File: src/rtl/neuro_nav_pkg.sv
// Shared constants and helpers for the neuro_odom_nch spiking odometry peripheral.
package neuro_nav_pkg;

  // Register byte offsets
  localparam logic [5:0] AddrCmd       = 6'h00;
  localparam logic [5:0] AddrCtrl      = 6'h04;
  localparam logic [5:0] AddrThresh    = 6'h08;
  localparam logic [5:0] AddrLimit     = 6'h0C;
  localparam logic [5:0] AddrIntStatus = 6'h10;
  localparam logic [5:0] AddrIntMask   = 6'h14;
  localparam logic [5:0] AddrPosBase   = 6'h20;

  // CTRL bit indices
  localparam int CtrlEnable  = 0;
  localparam int CtrlWrap    = 1;
  localparam int CtrlSpikeEn = 2;
  localparam int CtrlClear   = 3;

  // INT_STATUS bit indices
  localparam int IntLimitLsb = 0;
  localparam int IntOverflow = 8;

  // Command word fields
  localparam int CmdDeltaMsb = 15;
  localparam int CmdAxisLsb  = 16;
  localparam int CmdAxisMsb  = 17;
  localparam int CmdW        = 18;

  // data_write_n encodings
  localparam logic [1:0] WrByte = 2'b00;
  localparam logic [1:0] WrHalf = 2'b01;
  localparam logic [1:0] WrWord = 2'b10;
  localparam logic [1:0] WrNone = 2'b11;

  // Signed add clamped to the range of a w-bit two's complement value.
  function automatic logic signed [31:0] sat_add(input logic signed [31:0] a,
                                                 input logic signed [31:0] b,
                                                 input int unsigned w);
    logic signed [31:0] hi, lo, s;
    hi = (32'sd1 <<< (w - 1)) - 32'sd1;
    lo = -(32'sd1 <<< (w - 1));
    s  = a + b;
    if (s > hi) return hi;
    if (s < lo) return lo;
    return s;
  endfunction

  // Merge bus write data into an old value according to the access size.
  function automatic logic [31:0] wmerge(input logic [31:0] old, input logic [31:0] din,
                                         input logic [1:0] wn);
    case (wn)
      WrByte:  return {old[31:8], din[7:0]};
      WrHalf:  return {old[31:16], din[15:0]};
      WrWord:  return din;
      default: return old;
    endcase
  endfunction

endpackage

File: src/rtl/neuro_odom_nch_if.sv
// TinyQV-style register bus bundle for neuro_odom_nch.
interface neuro_odom_nch_if;
  logic [5:0]  address;
  logic [31:0] data_in;
  logic [1:0]  data_write_n;
  logic [1:0]  data_read_n;
  logic [31:0] data_out;
  logic        data_ready;
  logic        user_interrupt;

  modport master (
    output address, data_in, data_write_n, data_read_n,
    input  data_out, data_ready, user_interrupt
  );

  modport slave (
    input  address, data_in, data_write_n, data_read_n,
    output data_out, data_ready, user_interrupt
  );
endinterface

File: src/rtl/neuro_spike_sync.sv
// Two-flop synchroniser per pin followed by a rising-edge pulse detector.
module neuro_spike_sync #(
  parameter int unsigned Width = 4
) (
  input  logic             clk,
  input  logic             rst_n,
  input  logic [Width-1:0] din,
  output logic [Width-1:0] rise
);
  logic [Width-1:0] meta_q, sync_q, prev_q;

  // Synchroniser chain plus one delayed copy for edge detection
  always_ff @(posedge clk or negedge rst_n) begin
    if (!rst_n) begin
      meta_q <= '0;
      sync_q <= '0;
      prev_q <= '0;
    end else begin
      meta_q <= din;
      sync_q <= meta_q;
      prev_q <= sync_q;
    end
  end

  assign rise = sync_q & ~prev_q;
endmodule

File: src/rtl/neuro_odom_nch.sv
// Multi-axis spiking odometry peripheral: spike and command-FIFO integration into
// saturating/wrapping positions, threshold outputs and limit/overflow interrupts.
module neuro_odom_nch
  import neuro_nav_pkg::*;
#(
  parameter int unsigned NUM_AXES  = 2,
  parameter int unsigned POS_W     = 16,
  parameter int unsigned CMD_DEPTH = 4
) (
  input  logic             clk,
  input  logic             rst_n,
  input  logic [7:0]       ui_in,
  output logic [7:0]       uo_out,
  neuro_odom_nch_if.slave  bus
);
  localparam int unsigned AW = (CMD_DEPTH > 1) ? $clog2(CMD_DEPTH) : 1;
  localparam int unsigned CW = AW + 1;

  logic [2:0]          ctrl_q, ctrl_d;
  logic [POS_W-1:0]    thresh_q, thresh_d;
  logic [POS_W-2:0]    limit_q, limit_d;
  logic [8:0]          int_status_q, int_status_d, int_mask_q, int_mask_d;
  logic [CmdW-1:0]     fifo_q [CMD_DEPTH];
  logic [AW-1:0]       rd_ptr_q, wr_ptr_q;
  logic [CW-1:0]       count_q;
  logic [POS_W-1:0]    pos_q [NUM_AXES];
  logic [POS_W-1:0]    pos_d [NUM_AXES];
  logic [NUM_AXES-1:0] chg_q, chg_d;
  logic [7:0]          uo_d;
  logic [2*NUM_AXES-1:0] spike_rise;

  logic wr_en, wr_word, wr_cmd, clear, full, empty, push, pop, overflow, spk_on;
  logic [CmdW-1:0] head;
  logic unused_bus;

  assign unused_bus = ^{bus.data_read_n, ui_in};

  assign wr_en    = bus.data_write_n != WrNone;
  assign wr_word  = bus.data_write_n == WrWord;
  assign wr_cmd   = wr_word && (bus.address == AddrCmd);
  assign clear    = wr_en && (bus.address == AddrCtrl) && bus.data_in[CtrlClear];
  assign full     = count_q == CW'(CMD_DEPTH);
  assign empty    = count_q == '0;
  // A clear flushes the FIFO, so a push landing in the same cycle is discarded
  assign push     = wr_cmd && !full && !clear;
  assign pop      = ctrl_q[CtrlEnable] && !empty && !clear;
  assign overflow = wr_cmd && full;
  assign head     = fifo_q[rd_ptr_q];
  assign spk_on   = ctrl_q[CtrlEnable] && ctrl_q[CtrlSpikeEn];

  neuro_spike_sync #(
    .Width(2 * NUM_AXES)
  ) u_spike_sync (
    .clk  (clk),
    .rst_n(rst_n),
    .din  (ui_in[2*NUM_AXES-1:0]),
    .rise (spike_rise)
  );

  // Configuration register next-state, with byte/half/word merging
  always_comb begin
    ctrl_d     = ctrl_q;
    thresh_d   = thresh_q;
    limit_d    = limit_q;
    int_mask_d = int_mask_q;
    if (wr_en) begin
      if (bus.address == AddrCtrl)
        ctrl_d = 3'(wmerge(32'(ctrl_q), bus.data_in, bus.data_write_n));
      if (bus.address == AddrThresh)
        thresh_d = POS_W'(wmerge(32'(thresh_q), bus.data_in, bus.data_write_n));
      if (bus.address == AddrLimit)
        limit_d = (POS_W-1)'(wmerge(32'(limit_q), bus.data_in, bus.data_write_n));
      if (bus.address == AddrIntMask)
        int_mask_d = 9'(wmerge(32'(int_mask_q), bus.data_in, bus.data_write_n));
    end
  end

  // Per-axis position update, limit detection and threshold outputs
  always_comb begin
    logic signed [31:0] cur, delta, lim;
    int_status_d = int_status_q;
    if (wr_en && (bus.address == AddrIntStatus))
      int_status_d = int_status_q & ~9'(wmerge(32'd0, bus.data_in, bus.data_write_n));
    if (overflow) int_status_d[IntOverflow] = 1'b1;
    lim   = 32'($unsigned(limit_q));
    uo_d  = '0;
    chg_d = '0;
    cur   = '0;
    delta = '0;
    for (int i = 0; i < NUM_AXES; i++) begin
      cur   = {{(32-POS_W){pos_q[i][POS_W-1]}}, pos_q[i]};
      delta = '0;
      if (pop && (int'(head[CmdAxisMsb:CmdAxisLsb]) == i))
        delta = {{16{head[CmdDeltaMsb]}}, head[CmdDeltaMsb:0]};
      if (spk_on && spike_rise[2*i])   delta = delta + 32'sd1;
      if (spk_on && spike_rise[2*i+1]) delta = delta - 32'sd1;
      if (clear)
        pos_d[i] = '0;
      else if (wr_word && (bus.address == AddrPosBase + 6'(4 * i)))
        pos_d[i] = bus.data_in[POS_W-1:0];
      else if (ctrl_q[CtrlWrap])
        pos_d[i] = POS_W'(cur + delta);
      else
        pos_d[i] = POS_W'(sat_add(cur, delta, POS_W));
      chg_d[i] = pos_d[i] != pos_q[i];
      // Limit set is applied after W1C so a persisting condition wins
      if ((cur > lim) || (cur < -lim)) int_status_d[IntLimitLsb + i] = 1'b1;
      uo_d[i]     = $signed(pos_q[i]) >= $signed(thresh_q);
      uo_d[4 + i] = chg_q[i];
    end
  end

  // State registers
  always_ff @(posedge clk or negedge rst_n) begin
    if (!rst_n) begin
      ctrl_q       <= '0;
      thresh_q     <= '0;
      limit_q      <= '0;
      int_status_q <= '0;
      int_mask_q   <= '0;
      chg_q        <= '0;
      uo_out       <= '0;
      for (int i = 0; i < NUM_AXES; i++) pos_q[i] <= '0;
    end else begin
      ctrl_q       <= ctrl_d;
      thresh_q     <= thresh_d;
      limit_q      <= limit_d;
      int_status_q <= int_status_d;
      int_mask_q   <= int_mask_d;
      chg_q        <= chg_d;
      uo_out       <= uo_d;
      for (int i = 0; i < NUM_AXES; i++) pos_q[i] <= pos_d[i];
    end
  end

  // Command FIFO storage and pointers
  always_ff @(posedge clk or negedge rst_n) begin
    if (!rst_n) begin
      rd_ptr_q <= '0;
      wr_ptr_q <= '0;
      count_q  <= '0;
      for (int i = 0; i < CMD_DEPTH; i++) fifo_q[i] <= '0;
    end else if (clear) begin
      rd_ptr_q <= '0;
      wr_ptr_q <= '0;
      count_q  <= '0;
    end else begin
      if (push) begin
        fifo_q[wr_ptr_q] <= bus.data_in[CmdW-1:0];
        wr_ptr_q         <= wr_ptr_q + AW'(1);
      end
      if (pop) rd_ptr_q <= rd_ptr_q + AW'(1);
      count_q <= count_q + CW'(push) - CW'(pop);
    end
  end

  // Combinational read mux
  always_comb begin
    bus.data_out = '0;
    if (bus.address == AddrCmd)
      bus.data_out = {11'b0, 5'(count_q), 14'b0, full, empty};
    else if (bus.address == AddrCtrl)
      bus.data_out = 32'(ctrl_q);
    else if (bus.address == AddrThresh)
      bus.data_out = {{(32-POS_W){thresh_q[POS_W-1]}}, thresh_q};
    else if (bus.address == AddrLimit)
      bus.data_out = 32'(limit_q);
    else if (bus.address == AddrIntStatus)
      bus.data_out = 32'(int_status_q);
    else if (bus.address == AddrIntMask)
      bus.data_out = 32'(int_mask_q);
    for (int i = 0; i < NUM_AXES; i++)
      if (bus.address == AddrPosBase + 6'(4 * i))
        bus.data_out = {{(32-POS_W){pos_q[i][POS_W-1]}}, pos_q[i]};
  end

  assign bus.data_ready     = 1'b1;
  assign bus.user_interrupt = |(int_status_q & int_mask_q);
endmodule

File: src/flat_wrapper.sv
// flat-port wrapper written by rule: the top's interface ports become plain ports
module neuro_odom_nch_flat import neuro_nav_pkg::*;
#(
  parameter int unsigned NUM_AXES  = 2,
  parameter int unsigned POS_W     = 16,
  parameter int unsigned CMD_DEPTH = 4
)
  (clk, rst_n, ui_in, uo_out, bus_address, bus_data_in, bus_data_write_n, bus_data_read_n, bus_data_out, bus_data_ready, bus_user_interrupt);
  neuro_odom_nch_if bus_i ();
  input  logic clk;
  input  logic rst_n;
  input  logic [7:0] ui_in;
  output logic [7:0] uo_out;
  input wire logic [$bits(bus_i.address)-1:0] bus_address;
  input wire logic [$bits(bus_i.data_in)-1:0] bus_data_in;
  input wire logic [$bits(bus_i.data_write_n)-1:0] bus_data_write_n;
  input wire logic [$bits(bus_i.data_read_n)-1:0] bus_data_read_n;
  output wire logic [$bits(bus_i.data_out)-1:0] bus_data_out;
  output wire logic [$bits(bus_i.data_ready)-1:0] bus_data_ready;
  output wire logic [$bits(bus_i.user_interrupt)-1:0] bus_user_interrupt;
  assign bus_i.address = bus_address;
  assign bus_i.data_in = bus_data_in;
  assign bus_i.data_write_n = bus_data_write_n;
  assign bus_i.data_read_n = bus_data_read_n;
  assign bus_data_out = bus_i.data_out;
  assign bus_data_ready = bus_i.data_ready;
  assign bus_user_interrupt = bus_i.user_interrupt;
  neuro_odom_nch #(.NUM_AXES(NUM_AXES), .POS_W(POS_W), .CMD_DEPTH(CMD_DEPTH)) u_core (.clk(clk), .rst_n(rst_n), .ui_in(ui_in), .uo_out(uo_out), .bus(bus_i));
endmodule
File: config.mk
export PLATFORM = sky130hd
export DESIGN_NAME = neuro_odom_nch_flat
export DESIGN_NICKNAME = d
export VERILOG_FILES = /design/src/rtl/neuro_nav_pkg.sv /design/src/rtl/neuro_odom_nch_if.sv /design/src/rtl/neuro_spike_sync.sv /design/src/rtl/neuro_odom_nch.sv /design/src/flat_wrapper.sv
export SDC_FILE = /design/constraint.sdc
export NUM_CORES = 1
export LEC_CHECK = 0
export ABC_AREA = 1
export BUFFER_PORTS_ARGS = -buffer_cell sky130_fd_sc_hd__buf_2
export CAP_MARGIN = 20
export CORE_MARGIN = 2
export CORE_UTILIZATION = 40
export CTS_CLUSTER_DIAMETER = 40
export DETAILED_ROUTE_END_ITERATION = 8
export GPL_TIMING_DRIVEN = 1
export PLACE_DENSITY = 0.53
export SYNTH_ARGS = -nofsm -noshare
export SYNTH_HDL_FRONTEND = slang
export SYNTH_SLANG_ARGS = --single-unit
File: constraint.sdc
create_clock -name clk -period 7.4 [get_ports clk]
set_clock_uncertainty 0.05 [all_clocks]
set_input_delay 2.22 -clock clk [delete_from_list [all_inputs] [get_ports clk]]
set_output_delay 2.22 -clock clk [all_outputs]
set_load 0.05 [all_outputs]
After elaboration in Yosys (flattened, before gate mapping)
Index checks and enable logic that the tools add are counted.
{ "op_classes": {"bitwise_logic": 9, "n_lt_le_gt_ge": 13, "n_eq_ne": 14, "mux": 67, "addsub": 11, "n_reduce_logical": 44} }
{ "op_table": {"columns": ["operator", "n"], "rows": [
  ["$mux 32", 13],
  ["$mux 16", 14],
  ["$bwmux 72", 1],
  ["$add 16x32->32", 2],
  ["$add 32x2->32 const B", 2],
  ["$gt 32x16->1 const B", 2],
  ["$lt 16x32->1", 2],
  ["$lt 32x16->1 const B", 2],
  ["$sub 32x2->32 const B", 2],
  ["$mux 18", 3],
  ["$pmux 9 s3", 2],
  ["$pmux 16 s3", 1],
  ["$pmux 15 s3", 1],
  ["$bmux 18 s2", 1],
  ["$demux 18 s2", 1],
  ["$ge 16x16->1", 2],
  ["$gt 16x16->1", 2],
  ["$ne 16x16->1", 2],
  ["$neg 15->32", 1],
  ["$mux 9", 3],
  ["$mux 1", 21],
  ["$logic_and 1x1->1", 19],
  ["$and 9x9->9", 2],
  ["$eq 6x4->1 const B", 2],
  ["31 further kinds", 55]
]} }
{ "word_totals": {"out_inout_bits": 42, "register_bits": 181, "input_bits": 52, "wordCells": 183} }

Logic depth before layout (Yosys ltp)
{ "logic_depth": {"depth_word": 27, "mapped_depth": 54} }

Hierarchy
From an unflattened synthesis, not the netlist that was laid out.
{ "unflattened": {"cells_unflattened": 2726, "hier_area_um2": 18614.1} }
{ "by_module_without_submodules": {"columns": ["mod", "n_inst", "cells_per_inst", "seq_area_each_um2", "area_per_inst_um2"], "rows": [
  ["neuro_odom_nch", 1, 2706, 4229.1, 18273.8],
  ["neuro_spike_sync", 1, 20, 300.3, 340.3]
]} }

Worst setup path after synthesis
No wires, ideal clock.
{ "synth_timing": {"path_kind": "input port to flip-flop", "startpoint": "in bus_data_write_n[0]", "endpoint": "reg u_core.chg_q[1]", "path_buffers": 1, "slack_ns": -0.768, "stages": 40, "t_arrival_ns": 7.993, "setup_ns": 0.125, "cell_sequence": "ha_1 inv_1 nand4_4 nand2_2 nor2_4 nand2_1 inv_1 ha_1 or2_0 nand2_1 ha_1 nand4_1 a2111oi_0 nand2_1 nor3_1 nand4_1 xor2_1 ha_1 [... 4 more ...] nand2_1 nand2_1 or2_2 nor2_1 nand3_1 nor2_1 nand3_1 nor3_1 nor2_2 nor2_4 buf_6 nand2_2 nand3b_1 nand2_1 nor2_1 nand2_1 nor2_1 nand3_1"} }
{ "synth_between": {"elab_chain_cells": 24, "elab_cells_between_ends": 32, "cone_classes": "add/sub (3); order compare (2); eq/ne (3); mux (18); reduce/logical (6)"} }
{ "synth_lines": {"columns": ["item", "line", "source"], "rows": [
  ["from (decl)", "flat_wrapper.sv:16", "input wire logic [$bits(bus_i.data_write_n)-1:0] bus_data_write_n;"],
  ["$ne 2x2->1", "neuro_odom_nch.sv:38", "assign wr_en = bus.data_write_n != WrNone;"],
  ["$logic_and 1x1->1 (2 in series)", "neuro_odom_nch.sv:41", "assign clear = wr_en && (bus.address == AddrCtrl) && bus.data_in[CtrlClear];"],
  ["$logic_not 1->1", "neuro_odom_nch.sv:46", "assign pop = ctrl_q[CtrlEnable] && !empty && !clear;"],
  ["$logic_and 1x1->1", "neuro_odom_nch.sv:46", null],
  ["$logic_and 1x1->1", "neuro_odom_nch.sv:93", "if (pop && (int'(head[CmdAxisMsb:CmdAxisLsb]) == i))"],
  ["$mux 32", "neuro_odom_nch.sv:93", null],
  ["$add 32x2->32", "neuro_odom_nch.sv:95", "if (spk_on && spike_rise[2*i]) delta = delta + 32'sd1;"],
  ["$mux 32", "neuro_odom_nch.sv:95", null],
  ["[... 8 more ...]", null, null],
  ["$mux 1", "neuro_odom_nch.sv:97", "if (clear)"],
  ["$mux 16", "neuro_nav_pkg.sv:45", "return s;"],
  ["$mux 16", "neuro_nav_pkg.sv:44", "if (s < lo) return lo;"],
  ["$mux 16", "neuro_odom_nch.sv:101", "else if (ctrl_q[CtrlWrap])"],
  ["$mux 16", "neuro_odom_nch.sv:99", "else if (wr_word && (bus.address == AddrPosBase + 6'(4 * i)))"],
  ["$mux 16 *", "neuro_odom_nch.sv:97", null],
  ["$ne 16x16->1 *", "neuro_odom_nch.sv:105", "chg_d[i] = pos_d[i] != pos_q[i];"],
  ["via u_core.chg_d[1]", "neuro_odom_nch.sv:28", "logic [NUM_AXES-1:0] chg_q, chg_d;"],
  ["to (signal assigned)", "neuro_odom_nch.sv:130", "chg_q <= chg_d;"],
  ["to (decl)", "neuro_odom_nch.sv:28", null]
]} }
Mark *: on every way through the listed nets, which the timed path passes. The rest lies on a longest branch. The select of a mux whose other input is x is not followed.
A chain may end at the register's enable or synchronous reset.

Worst setup path after layout
{ "layout_timing": {"startpoint": "in bus_data_write_n[0]", "endpoint": "reg u_core.chg_q[0]"} }
The elaborated chain is that of the path after synthesis.

==> results.ini <==
[die]
start_util = 0.402
num_rows = 79
die_x_um = 220
io_pins = 94
coreArea_um2 = 46300
fp.dieH_um = 220
dieArea_um2 = 48200

[place]
port_buffers = 68
place_worst_setup_slack_ps = -1070
gp_congestion = 0.910
dpl_cell_area_um2 = 22600
hpwlAfterDp_um = 53500

[sta]
grt_setup_unrepaired = yes
finalHoldViolations = 0
setup_tns_ps = -958
period_share = 1.06
timing.fmax_ghz = 0.127
setup_slack_ps = -466
relSlewSlack = 0.257
setup_viol = 5
final.min_clock_period_ps = 7870
drv_slew = 0
tightest_slew_ps = 1110

[final_layout]
area_growth_syn_to_layout_pct = 35.3
final_nets = 3454
mostFrequentLayoutCell = nand2_1
fin_area_um2 = 25200
drive_gt1_frac = 0.298
multi_input_area_um2 = 13700
diodes = 0
regArea_um2 = 4530
fillers = 4552
layout_common_cells = nand2_1 (625), buf_4 (415), inv_1 (337)

[synth]
syn_inst = 2716
synth-main-ff-cell = dfrtp_1
synth-seq-cells = 181
avgSynthCellArea_um2 = 6.85
yosysUniqueCellTypes = 69
async_reset_ff_frac = 1.00
yosysSeqAreaShare = 0.244
ys_warn_count = 0
syn_area_um2 = 18600
synth_edf_count = 0

[power_and_ir_drop]
p_per_area_nw_per_um2 = 316
power.share.clock = 0.119
p_int_mw = 4.01
p_comb_frac = 0.707
p_leak_nw = 13.3
sw_frac_of_total = 0.495
switching_power_mw = 3.93
peakVddDrop_uv = 280
pwr-share-seq = 0.174

[cts]
clk_pin_slew_ps = 80
clk_path_buf_depth = 2
postCtsHoldBufs = 0
clock_sinks = 181
htreeDepth = 4
cts_tree = yes
root_buffer = clkbuf_16
insertion_delay_ps = 480
cts_buffers = 17

[global_route]
grt_max_degree = 85
first_global_vias = 18914
grt_pass1_wl_um = 104000
antenna_found_initial = 2
gr-usage-all-layers = 0.280
grt.overflow.total = 0

[critical_path]
cpPeakStageDelay_ps = 320
slowest_stage = ha_1
critPathMostFrequentCell = nor2_4
r2r_slack_ps = 510
crit_required_ps = 7740
crit_fanout = 6
worst-setup-path-type = input port to flip-flop
start_kind = input port
end_kind = flip-flop
arrival_ps = 8210

[drt]
avgViaCountPerCell = 5.24
route.detailed.drc = 0
dr.pass1.iters = 6
ant_nets = 0
wl_um = 68300
vias = 20002
avgRoutedWirePerCell_um = 17.9
drt_iter0_markers = 1473

[worst_hold_path]
hp-class = flip-flop to flip-flop

[outcome]
violations = negative setup slack
run_status = finished, violations left

[flow_run]
drv_cap = 0

-- logic make-up after synthesis --
family / count (synthesis) / synth area share
XOR/XNOR: 98 / 0.0462
AO/OA/AOI/OAI: 497 / 0.157
adder cells (fa/ha/maj): 208 / 0.141
AND/OR/NAND/NOR: 1258 / 0.303
flip-flops: 181 / 0.244
other: 2 / 0.000404
multiplexers: 12 / 0.00720
buffers and inverters: 460 / 0.101
-- final cells by class --
class	instances	share of cell area
Clock buffer	20	0.0185
Clock inverter	12	0.00502
Inverter	389	0.0584
Multi-Input combinational cell	2078	0.545
Sequential cell	181	0.180
Tap cell	607	0.0302
Timing Repair Buffer	527	0.163
-- registers in the layout, indices dropped and copies added (netlist names) --
register                    count
u_core.uo_out                   4
u_core.chg_q                    2
u_core.count_q                  3
u_core.thresh_q                16
u_core.wr_ptr_q                 2
u_core.u_spike_sync.sync_q      4
u_core.limit_q                 15
u_core.rd_ptr_q                 2
u_core.ctrl_q                   3
u_core.int_mask_q               9
u_core.int_status_q             9
u_core.u_spike_sync.meta_q      4
u_core.fifo_q                  72
u_core.pos_q                   32
u_core.u_spike_sync.prev_q      4
-- critical path, delay by kind of cell --
kind | cells | cell delay [ps]
adders and majority gates | 4 | 910
buffers and inverters | 10 | 1000
xor gates and xnor gates | 3 | 730
AOI/OAI and AO/OA | 3 | 440
and+or+nand+nor | 24 | 2850
-- cells in the mapped netlist (all sizes together), types with 2 or more instances --
library cell  count  area, µm²
o21a             38        285
mux2             11        124
o221ai            4       35.0
nor2            215        981
o22ai             9       56.3
xor2             73        639
or2               5       31.3
fa                3       60.1
a221oi            8       70.1
clkinv            2       7.51
dfrtp           181       4530
nand2           754       2900
o21ai           191        971
nor4              6       37.5
a31oi            11       68.8
nand3           130        743
a21oi           149        749
a21o              9       67.6
nor3             59        322
xnor2            25        219
nand4            62        415
a211oi            7       52.6
inv             387       1450
conb              2       7.51
buf              39        307
ha              205       2560
o2bb2ai           5       43.8
a22oi             3       22.5
clkbuf           32        120
o211ai           27        203
o221a             2       22.5
o2111ai           7       61.3
o21bai           11       86.3
a21boi            7       52.6
o31ai             2       15.0
nand3b           23        173
-- through the flow --
step | instances | power [mW] | utilization | hold slack (ps)
floorplan | 2719 | 4.06 | - | 281
global placement | 3740 | 5.94 | 0.489 | 283
detailed placement | 3740 | 6.01 | 0.489 | 287
CTS | 3790 | 7.17 | 0.512 | 305
global route | 3814 | 8.55 | 0.544 | 309
finish | 3814 | 7.94 | 0.544 | 303
-- final timing paths --
check                                                     endpoint                            from  cells past startpoint
setup / recovery                         u_core.chg_q[0]$_DFF_PN0_             bus_data_write_n[0]                     44
setup reg to reg                         u_core.chg_q[0]$_DFF_PN0_  u_core.rd_ptr_q[0]$_DFFE_PN0P_                     43
hold reg to reg                         u_core.uo_out[4]$_DFF_PN0_       u_core.chg_q[0]$_DFF_PN0_                      0
max in group asynchronous               u_core.pos_q[26]$_DFF_PN0_                           rst_n                      2
min in group asynchronous  u_core.u_spike_sync.sync_q[2]$_DFF_PN0_                           rst_n                      1
hold / removal                          u_core.uo_out[4]$_DFF_PN0_       u_core.chg_q[0]$_DFF_PN0_                      0
-- routing by layer --
layer  GRT usage  share of wire
met3      0.0345          0.049
met2       0.458           0.46
met1       0.390           0.47
met5           0              0
met4      0.0716          0.022
-- power groups by stage --
| stage | Combinational [mW] | Clock [mW] | Sequential (mW) |
|---|---|---|---|
| finish | 5.61 | 0.948 | 1.38 |
| global route | 6.15 | 1.00 | 1.39 |
| floorplan | 2.71 | 0 | 1.35 |
| CTS | 4.84 | 0.956 | 1.37 |
| detailed placement | 4.62 | 0 | 1.39 |
| global placement | 4.56 | 0 | 1.39 |
-- repair_timing --
action / 4_1_cts / 5_1_grt
pin swaps: 48 / 118
endpoints found under the setup margin: 31 / 34
buffers inserted: 19 / 33
gates cloned: 1 / 3
gates resized for setup: 86 / 333
(Power assumes the default switching activity.)
